[config.mk]
export PLATFORM = sky130hd
export DESIGN_NAME = mp_cache_l2_tag_ctrl
export DESIGN_NICKNAME = d
export VERILOG_FILES = /design/src/rtl/mp_cache_l2_tag_ctrl.sv
export SDC_FILE = /design/constraint.sdc
export NUM_CORES = 1
export LEC_CHECK = 0
export ABC_CLOCK_PERIOD_IN_PS = 1800
export BUFFER_PORTS_ARGS = -buffer_cell sky130_fd_sc_hd__buf_4
export CAP_MARGIN = 15
export CORE_UTILIZATION = 40
export CTS_CLUSTER_DIAMETER = 50
export CTS_CLUSTER_SIZE = 8
export DETAILED_ROUTE_END_ITERATION = 10
export HOLD_SLACK_MARGIN = 0.1
export PLACE_DENSITY = 0.83
export SYNTH_ARGS = -nofsm -noshare
export SYNTH_HDL_FRONTEND = slang
export SYNTH_SLANG_ARGS = --single-unit
[constraint.sdc]
create_clock -name clk -period 1.8 [get_ports clk]
set_clock_uncertainty 0.05 [all_clocks]
set_input_delay 0.36 -clock clk [delete_from_list [all_inputs] [get_ports clk]]
set_output_delay 0.36 -clock clk [all_outputs]
set_load 0.02 [all_outputs]
[src/rtl/mp_cache_l2_tag_ctrl.sv]
// Requester-side controller for the L2 tag SRAM (1RW port 0 + 1R port 1).
// Define MP_L2_TAG_INIT_EN to clear the array after reset (INIT sweep + DISARM).
module mp_cache_l2_tag_ctrl #(
  parameter int unsigned TAG_WIDTH   = 22,
  parameter int unsigned INDEX_WIDTH = 4
) (
  input  logic                   clk,
  input  logic                   rst_n,
  input  logic                   lkp_valid,
  output logic                   lkp_ready,
  input  logic [INDEX_WIDTH-1:0] lkp_index,
  input  logic [TAG_WIDTH-1:0]   lkp_tag,
  output logic                   rsp_valid,
  input  logic                   rsp_ready,
  output logic                   rsp_hit,
  output logic                   rsp_dirty,
  output logic [TAG_WIDTH-1:0]   rsp_tag,
  input  logic                   upd_valid,
  output logic                   upd_ready,
  input  logic [INDEX_WIDTH-1:0] upd_index,
  input  logic [1:0]             upd_op,
  input  logic [TAG_WIDTH-1:0]   upd_tag,
  output logic                   init_done,
  output logic                   tag_csb0,
  output logic                   tag_web0,
  output logic [INDEX_WIDTH-1:0] tag_addr0,
  output logic [TAG_WIDTH+1:0]   tag_din0,
  output logic                   tag_csb1,
  output logic [INDEX_WIDTH-1:0] tag_addr1,
  input  logic [TAG_WIDTH+1:0]   tag_dout1
);

  localparam int unsigned SETS   = 1 << INDEX_WIDTH;
  localparam int unsigned WORD_W = TAG_WIDTH + 2;

  typedef enum logic [1:0] {ST_INIT, ST_DISARM, ST_RUN} state_t;

  state_t                 state_q, state_d;
  logic [INDEX_WIDTH-1:0] init_idx_q, init_idx_d;
  logic                   init_done_q;
  logic                   disarm_pending_q;
  logic                   upd_acc, lkp_acc;
  logic                   rd_pending_q;
  logic                   rsp_land;
  logic [TAG_WIDTH-1:0]   lkp_tag_q;
  logic                   rsp_valid_q, rsp_hit_q, rsp_dirty_q;
  logic [TAG_WIDTH-1:0]   rsp_tag_q;
  logic [WORD_W-1:0]      upd_word;

  // Entry written by each update op: fill clean, fill dirty, mark dirty, invalidate.
  always_comb begin
    upd_word = '0;
    case (upd_op)
      2'b00:   upd_word = {1'b1, 1'b0, upd_tag};
      2'b01:   upd_word = {1'b1, 1'b1, upd_tag};
      2'b10:   upd_word = {1'b1, 1'b1, upd_tag};
      default: upd_word = '0;
    endcase
  end

  always_ff @(posedge clk or negedge rst_n) begin
    if (!rst_n) begin
      state_q          <= ST_INIT;
      init_idx_q       <= '0;
      init_done_q      <= 1'b0;
      disarm_pending_q <= 1'b0;
    end else begin
      state_q          <= state_d;
      init_idx_q       <= init_idx_d;
      init_done_q      <= (state_d == ST_RUN);
      disarm_pending_q <= upd_acc;
    end
  end

  always_comb begin
    state_d    = state_q;
    init_idx_d = init_idx_q;
    upd_ready  = 1'b0;
    lkp_ready  = 1'b0;
    upd_acc    = 1'b0;
    lkp_acc    = 1'b0;
    tag_csb0   = 1'b1;
    tag_web0   = 1'b1;
    tag_addr0  = '0;
    tag_din0   = '0;
    tag_csb1   = 1'b1;
    tag_addr1  = '0;
    case (state_q)
      ST_INIT: begin
`ifdef MP_L2_TAG_INIT_EN
        tag_csb0   = 1'b0;
        tag_web0   = 1'b0;
        tag_addr0  = init_idx_q;
        init_idx_d = init_idx_q + INDEX_WIDTH'(1);
        if (init_idx_q == INDEX_WIDTH'(SETS - 1)) state_d = ST_DISARM;
`else
        state_d = ST_RUN;
`endif
      end
      // Dummy read so the SRAM's sticky web0 register no longer holds a write.
      ST_DISARM: begin
        tag_csb0 = 1'b0;
        state_d  = ST_RUN;
      end
      ST_RUN: begin
        upd_ready = !disarm_pending_q;
        lkp_ready = !upd_valid && !disarm_pending_q && (!rsp_valid_q || rsp_ready);
        upd_acc   = upd_valid && upd_ready;
        lkp_acc   = lkp_valid && lkp_ready;
        if (disarm_pending_q) begin
          tag_csb0 = 1'b0;
        end else if (upd_acc) begin
          tag_csb0  = 1'b0;
          tag_web0  = 1'b0;
          tag_addr0 = upd_index;
          tag_din0  = upd_word;
        end
        if (lkp_acc) begin
          tag_csb1  = 1'b0;
          tag_addr1 = lkp_index;
        end
      end
      default: state_d = ST_INIT;
    endcase
    // Keep the SRAM deselected while reset is held.
    if (!rst_n) begin
      tag_csb0 = 1'b1;
      tag_web0 = 1'b1;
      tag_csb1 = 1'b1;
    end
  end

  // A captured read lands once the response slot is free; the SRAM holds dout1
  // meanwhile because no new read can be accepted while the slot is blocked.
  assign rsp_land = rd_pending_q && (!rsp_valid_q || rsp_ready);

  always_ff @(posedge clk or negedge rst_n) begin
    if (!rst_n) begin
      rd_pending_q <= 1'b0;
      lkp_tag_q    <= '0;
      rsp_valid_q  <= 1'b0;
      rsp_hit_q    <= 1'b0;
      rsp_dirty_q  <= 1'b0;
      rsp_tag_q    <= '0;
    end else begin
      rd_pending_q <= lkp_acc || (rd_pending_q && !rsp_land);
      if (lkp_acc) lkp_tag_q <= lkp_tag;
      if (rsp_land) begin
        rsp_valid_q <= 1'b1;
        rsp_hit_q   <= tag_dout1[TAG_WIDTH+1] && (tag_dout1[TAG_WIDTH-1:0] == lkp_tag_q);
        rsp_dirty_q <= tag_dout1[TAG_WIDTH+1] && tag_dout1[TAG_WIDTH];
        rsp_tag_q   <= tag_dout1[TAG_WIDTH-1:0];
      end else if (rsp_ready) begin
        rsp_valid_q <= 1'b0;
      end
    end
  end

  assign rsp_valid = rsp_valid_q;
  assign rsp_hit   = rsp_hit_q;
  assign rsp_dirty = rsp_dirty_q;
  assign rsp_tag   = rsp_tag_q;
  assign init_done = init_done_q;

endmodule

# Yosys cells after proc, flatten, opt, wreduce, memory -nomap -nowiden
# Index checks and enable logic that the tools add are counted.
totals:
  out_inout_bits: 63
  in_bits: 83
  ff_bits: 52
  elab_cells: 60
classes:
  reduce_logical: 19
  n_eq_ne: 6
  muxes: 26
op_table:
  columns: ["cell", "n"]
  rows:
  - ["two-way mux 24 bit", 3]
  - ["case mux 24 bit (2 select lines)", 1]
  - ["== test 22 bit", 1]
  - ["two-way mux 4 bit", 5]
  - ["two-way mux 1 bit", 15]
  - ["logical AND 1 bit", 8]
  - ["== test 2 bit, second input constant", 3]
  - ["== test 2 x 1 -> 1 bit, second input constant", 2]
  - ["logical NOT 1 bit", 4]
  - ["logical NOT 2 bit", 2]
  - ["case mux 2 bit (2 select lines)", 1]
  - ["OR reduction 2 bit", 2]
  - ["logical OR 1 bit", 2]
  - ["case mux 1 bit (2 select lines)", 1]
  - ["nonzero test 2 bit", 1]

# Logic depth before layout (Yosys ltp)
# Gate-level depths: netlist (run 1).
depth:
  ltp_word: 7
  depth_mapped: 6
  depth_no_buf: 5

# Least setup slack after synthesis (run 1)
# No wires, ideal clock.
synth_timing:
  kind: "register -> output"
  start: "register init_done (netlist name)"
  end: "output tag_csb1"
  n_path_buf: 2
  required_time_ns: 1.390
  setup_slack_ns: -0.531
  t_arrival_ns: 1.921
  stages_incl_launch_ff: 7
  cell_sequence: "dfrtp_1 nor3b_4 nor3b_4 and2_4 buf_8 buf_12 nand2_1"
synth_lines:
  columns: ["element", "line", "source"]
  rows:
  - ["end, declared", "28", "output logic tag_csb1,"]

# Final worst setup path (run 1)
layout_timing:
  start: "register state_q[0]"
  end: "output tag_addr1[1]"
layout_via:
  elab_chain_len: 2
layout_rtl:
  columns: ["element", "line", "source"]
  rows:
  - ["start, declared", "38", "state_t state_q, state_d;"]
  - ["start signal, assigned", "68", "state_q <= state_d;"]
  - ["== test 2 bit", "88", "case (state_q)"]
  - ["two-way mux 4 bit", "88", null]
  - ["end, declared", "29", "output logic [INDEX_WIDTH-1:0] tag_addr1,"]
# Every way passes these cells.

==> reports/results.tsv, run 1 <==
stage	metric	value	unit
global_routing	pin count of the biggest net entering global routing	36	
setup_path	Worst R2R Setup Slack	-0.28	ns
clock_tree	CTS Buffer Depth	2	
yosys	most instantiated library cell after synthesis	dfrtp_1	
routing	detailed-route DRC error count	0	
yosys	Post-synth EDFFs	0	
yosys	top_reg_cell synth	dfrtp_1	
setup_path	r2r startpoint	state_q[0]	
clock_tree	CTS tree	done	
yosys	top post-synthesis cells by area	dfrtp_1 50%, mux2_2 12%, mux2_4 11%	
global_routing	GRT Total Usage	0.240	
setup_path	Setup crit end	tag_addr1[1]	
setup_path	CP Data Required Time	1.39	ns
global_routing	initial antenna violation count	0	
timing	unrepaired setup endpoints after global routing	yes	
setup_path	crit-path cells	nor3b_4 -> buf_6 -> nor3b_4 -> buf_6 -> and3_4 -> buf_6	
setup_path	Critical Path Source Type	register	
routing	via/cell ratio	4.89	
routing	DR WL/cell	18.2	microns
setup_path	worst setup path startpoint	state_q[0]	
clock_tree	Clock Tree Root	clkbuf_8	
yosys	Yosys Warn Count	0	
global_routing	first-pass GRT wire length	11700	microns
timing	Final Hold Vio Count	0	
place	Place WS	-0.552	ns
setup_path	crit end category	output port	
setup_path	crit path DAT	1.75	ns
setup_path	reg2reg path depth	8	
routing	DR vias	2139	
final_layout	P&R area growth vs syn	71.8	%
power	overall power	3850	uW
routing	DRT Pass-1 Iters	3	
power	Peak supply drop	475	uV
floorplan	Die Span Y	81.7	microns
run_status	failing checks	setup timing	
global_routing	vias in the first global route	2308	
final_layout	Fill cells	418	
yosys	Yosys cell types	26	
yosys	syn nets	275	
setup_path	critical-path cell with the highest stage delay	dfrtp_1	
yosys	#FFs+latches synth	51	
floorplan	Initial Utilization	0.421	
yosys	Post-Synthesis Cells	190	
min_path	Min-Delay Path Class	in2reg	
yosys	Commonest cells post-synth	51 x dfrtp_1, 26 x mux2_2, 22 x and2_1	
final_layout	fin cells	437	
setup_path	Crit Path Class	reg2out	
yosys	fraction of registers with async set/reset	1.00	
timing	final max-slew violation count	0	
yosys	Synth area leader	dfrtp_1	
place	HPWL Detailed	5360	microns
routing	antenna violation net count after detailed routing	0	
floorplan	DIE AREA	6670	sq um
floorplan	DIE WIDTH	81.7	microns
flow_run	max_cap viols	0	
global_routing	GRT Residual Overflow	0	
timing	minimum clock period	2.16	ns
final_layout	nets@finish	446	
clock_tree	Clock Latency Late Sink	0.30	ns
floorplan	I/O Pins	146	
setup_path	worst r2r dst	lkp_tag_q[11]	
clock_tree	Clock H-tree levels	2	
yosys	Post-Syn Area per Cell	13.4	sq um
power	Cell Pwr Density	883	nW/um^2
place	Buffers on Ports	145	
place	placed insts	414	
yosys	area fraction of the dominant cell type after synthesis	0.503	
final_layout	Ant. Diodes	0	
setup_path	Worst path max stage delay	0.42	ns
timing	final setup vio count	57	
setup_path	worst-path fanout max	5	
floorplan	core area	6030	sq um
place	RD Place Congestion	0.810	
clock_tree	clk sink count	51	
timing	f_max	463	MHz
timing	period utilization	1.20	
clock_tree	CTS buffer count	5	
floorplan	Cell Rows	28	
routing	routed wire length	7940	microns
yosys	Post-Syn Area	2540	sq um
setup_path	Most common cell on crit path	buf_6	
yosys	post-synthesis sequential area ratio	0.503	
final_layout	layout cells sized above 1	0.729	
run_status	outcome	finished with violations	
power	P_leak	0.00212	uW
clock_tree	clock-pin slew on the worst setup and hold paths	0.09	ns
routing	Initial DRC Count	54	
timing	post-route setup slack	-0.361	ns
[routing by layer]
| metal | up-vias | GRT usage | routed length [microns] |
|---|---|---|---|
| li1 | 990 | - | - |
| met1 | 1020 | 0.269 | 2870 |
| met2 | 113 | 0.423 | 4190 |
| met3 | 16 | 0.0656 | 605 |
| met4 | 0 | 0.111 | 263 |
| met5 | - | 0 | 0 |
[worst min path at each step]
stage	endpoint	slack (ns)	from	cells after the start
2_1_floorplan	disarm_pending_q	0.01	rst_n	0
3_3_place_gp	rsp_tag[7]	0.16	rst_n	1
3_5_place_dp	rsp_tag[0]	0.16	rst_n	1
4_1_cts	lkp_tag_q[9]	0.22	lkp_tag[9]	2
5_1_grt	lkp_tag_q[21]	0.22	lkp_tag[21]	2
6_report	lkp_tag_q[19]	0.24	lkp_tag[19]	2
[cell families (layout without fill, tap and decap cells)]
group,count (synthesis),in the layout,synth area share
other,1,1,0.00148
adders and majority gates,2,2,0.00986
buffers and inverters,10,181,0.0320
DFF,51,51,0.503
and+or+nand+nor,55,56,0.141
muxes,45,45,0.226
xor gates and xnor gates,22,22,0.0759
AOI/OAI and AO/OA,4,4,0.0108
[through the flow]
step	instance area [sq um]	hold WS (ns)	utilization	TNS, ns
floorplan	2590	0.0144	-	-13.96
global placement	3820	0.159	0.635	-12.42
detailed placement	3820	0.162	0.635	-14.42
CTS	4310	0.224	0.716	-15.31
global route	4360	0.217	0.724	-19.82
finish	4360	0.235	0.724	-14.29
[worst max-delay path, delay by kind of cell, from the launching register on]
kind | cells | cell delay, ns
DFF | 1 | 0.42
and+or+nand+nor | 3 | 0.65
buffers and inverters | 3 | 0.39
[power breakdown]
part,switching [uW],internal [uW],leakage (uW)
combinational,600,835,0.00145
sequential,183,1440,0.000615
clock,375,414,0.0000581
[cells in the final DEF, fill, tap and decap left out, types with 9 or more instances in the layout]
master	n
and2_4	23
xnor2_1	20
buf_6	46
and3_4	9
buf_4	117
mux2_2	22
mux2_4	22
dfrtp_1	50
[final cells by class]
class | instances | area (sq um) | share of cell area
multi-input combinational | 130 | 1340 | 0.308
sequential | 51 | 1280 | 0.293
timing repair buffer | 170 | 1520 | 0.349
inverter | 3 | 13.8 | 0.00316
clock inverter | 3 | 43.8 | 0.0100
clock buffer | 5 | 68.8 | 0.0158
tap | 75 | 93.8 | 0.0215
[what timing repair did]
action | 4_1_cts | 5_1_grt
setup endpoints to repair | 55 | 59
cloned | 2 | 1
hold endpoints to repair | 16 | 0
gates resized for setup | 68 | 23
buffers inserted | 10 | 3
hold buffers | 1 | 0
pin swaps | 22 | 19
[state kept, by name, summed over array words and instances, names as in the netlist]
name              count
disarm_pending_q      1
rsp_hit               1
rsp_valid             1
rsp_dirty             1
init_done             1
state_q               1
lkp_tag_q            22
rsp_tag              22
rd_pending_q          1
Power figures use the tool's default switching activity.
==> run 2: changes to the inputs <==
==> config.mk (replaced) <==
export PLATFORM = sky130hd
export DESIGN_NAME = mp_cache_l2_tag_ctrl
export DESIGN_NICKNAME = d
export VERILOG_FILES = /design/src/rtl/mp_cache_l2_tag_ctrl.sv
export SDC_FILE = /design/constraint.sdc
export NUM_CORES = 1
export LEC_CHECK = 0
export BUFFER_PORTS_ARGS = -buffer_cell sky130_fd_sc_hd__buf_4
export CAP_MARGIN = 15
export CELL_PAD_IN_SITES_DETAIL_PLACEMENT = 2
export CELL_PAD_IN_SITES_GLOBAL_PLACEMENT = 2
export CORE_UTILIZATION = 28
export CTS_CLUSTER_DIAMETER = 50
export CTS_CLUSTER_SIZE = 8
export DETAILED_ROUTE_END_ITERATION = 10
export HOLD_SLACK_MARGIN = 0.1
export PLACE_DENSITY = 0.9
export SYNTH_ARGS = -nofsm -noshare
export SYNTH_HDL_FRONTEND = slang
export SYNTH_SLANG_ARGS = --single-unit
==> constraint.sdc (replaced) <==
create_clock -name clk -period 2.5 [get_ports clk]
set_clock_uncertainty 0.05 [all_clocks]
set_input_delay 0.5 -clock clk [delete_from_list [all_inputs] [get_ports clk]]
set_output_delay 0.5 -clock clk [all_outputs]
set_load 0.02 [all_outputs]
==> run 2 against run 1 <==
Net effect:
- the run now ends clean
- worst hold slack improved by 0.14 ns
- flip-flop and latch count unchanged
- largest cell class is now sequential cells
- sequential power down 27%
- cell area decreased by 11%
- routed wire length rose by 4.8%
- highest routed layer unchanged
- via count is 2.4% lower
- clock-buffer cell count rose by 1
- register-to-register slack improved by 0.78 ns
==> reports/results.tsv, run 2 (synthesis results as in run 1) <==
stage	metric	value	unit
routing	via/cell ratio	4.63	
routing	routed wire length	8320	microns
global_routing	GRT Residual Overflow	0	
timing	final setup vio count	0	
routing	DR vias	2088	
place	HPWL Detailed	6660	microns
timing	Final Hold Vio Count	0	
power	Seq pwr share	0.436	
place	Buffers on Ports	145	
final_layout	nets@finish	428	
floorplan	DIE WIDTH	97.2	microns
final_layout	Fill cells	908	
routing	detailed-route DRC error count	0	
clock_tree	Clock Latency Late Sink	0.30	ns
global_routing	first-pass GRT wire length	12900	microns
setup_path	crit path DAT	1.80	ns
floorplan	Die Span Y	97.2	microns
flow_run	max_cap viols	0	
routing	DRT Pass-1 Iters	4	
global_routing	initial antenna violation count	0	
power	Net Sw Power	841	uW
clock_tree	Clock Tree Root	clkbuf_8	
setup_path	CP Data Required Time	1.95	ns
final_layout	P&R area growth vs syn	52.6	%
final_layout	most frequent cells in the layout	151 x buf_4, 51 x dfrtp_1, 26 x mux2_2	
final_layout	Ant. Diodes	0	
floorplan	I/O Pins	146	
timing	post-route setup slack	0.145	ns
setup_path	Critical Path Source Type	register	
clock_tree	CTS Buffer Depth	2	
global_routing	pin count of the biggest net entering global routing	29	
timing	unrepaired setup endpoints after global routing	no	
power	Logic pwr share	0.357	
floorplan	core area	8760	sq um
floorplan	Initial Utilization	0.290	
setup_path	Crit Path Class	reg2out	
final_layout	most common cell after layout, fill and taps aside	buf_4	
clock_tree	Clock H-tree levels	2	
timing	Fin Setup TNS	0	ns
global_routing	vias in the first global route	2456	
place	RD Place Congestion	0.828	
floorplan	DIE AREA	9450	sq um
min_path	Min-Delay Path Class	in2reg	
routing	Initial DRC Count	34	
power	power share of the clock group	0.207	
floorplan	Cell Rows	34	
setup_path	worst-path fanout max	6	
power	Net Sw Frac	0.310	
clock_tree	CTS buffer count	5	
timing	minimum clock period	2.35	ns
timing	final max-slew violation count	0	
setup_path	crit end category	output port	
power	Peak supply drop	260	uV
power	Cell Int Power	1880	uW
place	Place WS	0.314	ns
global_routing	GRT Total Usage	0.176	
routing	antenna violation net count after detailed routing	0	
clock_tree	clock-pin slew on the worst setup and hold paths	0.09	ns
clock_tree	CTS tree	done	
power	P_leak	0.00194	uW
clock_tree	clk sink count	51	
run_status	outcome	finished clean	
final_layout	layout cells sized above 1	0.630	
timing	f_max	425	MHz
power	Cell Pwr Density	701	nW/um^2
timing	period utilization	0.942	
routing	DR WL/cell	18.4	microns
==> run 2: metal layers <==
layer,track usage,routed length (microns),vias to the layer above,share of wire
met2,0.353,4700,109,0.57
li1,-,-,952,-
met4,0.0407,77,0,0.0093
met3,0.0432,610,5,0.073
met1,0.180,2930,1022,0.35
met5,0,0,-,0
==> run 2: area by class of cell <==
type | instances | area, sq um | share of cell area
Sequential cell | 51 | 1280 | 0.329
Tap cell | 108 | 135 | 0.0349
Multi-Input combinational cell | 129 | 1190 | 0.306
Clock inverter | 1 | 30.0 | 0.00775
Timing Repair Buffer | 153 | 1160 | 0.300
Inverter | 3 | 11.3 | 0.00291
Clock buffer | 6 | 72.6 | 0.0187
==> run 2: worst paths after layout <==
kind / cells past startpoint / from / to / slack, ns
worst max-delay path: 5 / state_q[0] / tag_csb1 / 0.15
worst min-delay path: 2 / lkp_tag[1] / lkp_tag_q[1] / 0.38
worst max register to register: 5 / state_q[0] / lkp_tag_q[18] / 0.50
worst min register to register: 1 / init_done / init_done / 0.44
max in group asynchronous: 3 / rst_n / lkp_tag_q[12] / 1.12
min in group asynchronous: 2 / rst_n / lkp_tag_q[9] / 0.59
==> run 2: per-stage QoR <==
step / utilization / std cells / total power, uW / cell area, sq um / hold WS, ns
2_1_floorplan: - / 190 / 1710 / 2540 / 0.154
3_3_place_gp: 0.427 / 441 / 2110 / 3740 / 0.388
3_5_place_dp: 0.427 / 441 / 2180 / 3740 / 0.399
4_1_cts: 0.440 / 449 / 2770 / 3850 / 0.361
5_1_grt: 0.442 / 451 / 2860 / 3870 / 0.359
6_report: 0.442 / 451 / 2720 / 3870 / 0.376
==> run 2: power by group through the flow <==
stage / Sequential, uW / Clock, uW / Combinational [uW]
global route: 1210 / 613 / 1030
detailed placement: 1200 / 0 / 976
CTS: 1190 / 591 / 986
floorplan: 1310 / 0 / 400
finish: 1180 / 563 / 970
global placement: 1170 / 0 / 936
==> run 2: critical path, cell delays in order (launching register included) <==
cell     delay (ns)
dfrtp_1        0.43
nor3b_4        0.27
nor3b_4        0.35
and2_4         0.22
nand2_1        0.06
buf_4          0.18
==> run 2: what timing repair did <==
item | in CTS | in global routing
hold endpoints to repair | 24 | 0
setup endpoints to repair | 0 | 20
hold buffers | 1 | 0
resized for setup | 0 | 5
setup buffers | 0 | 1
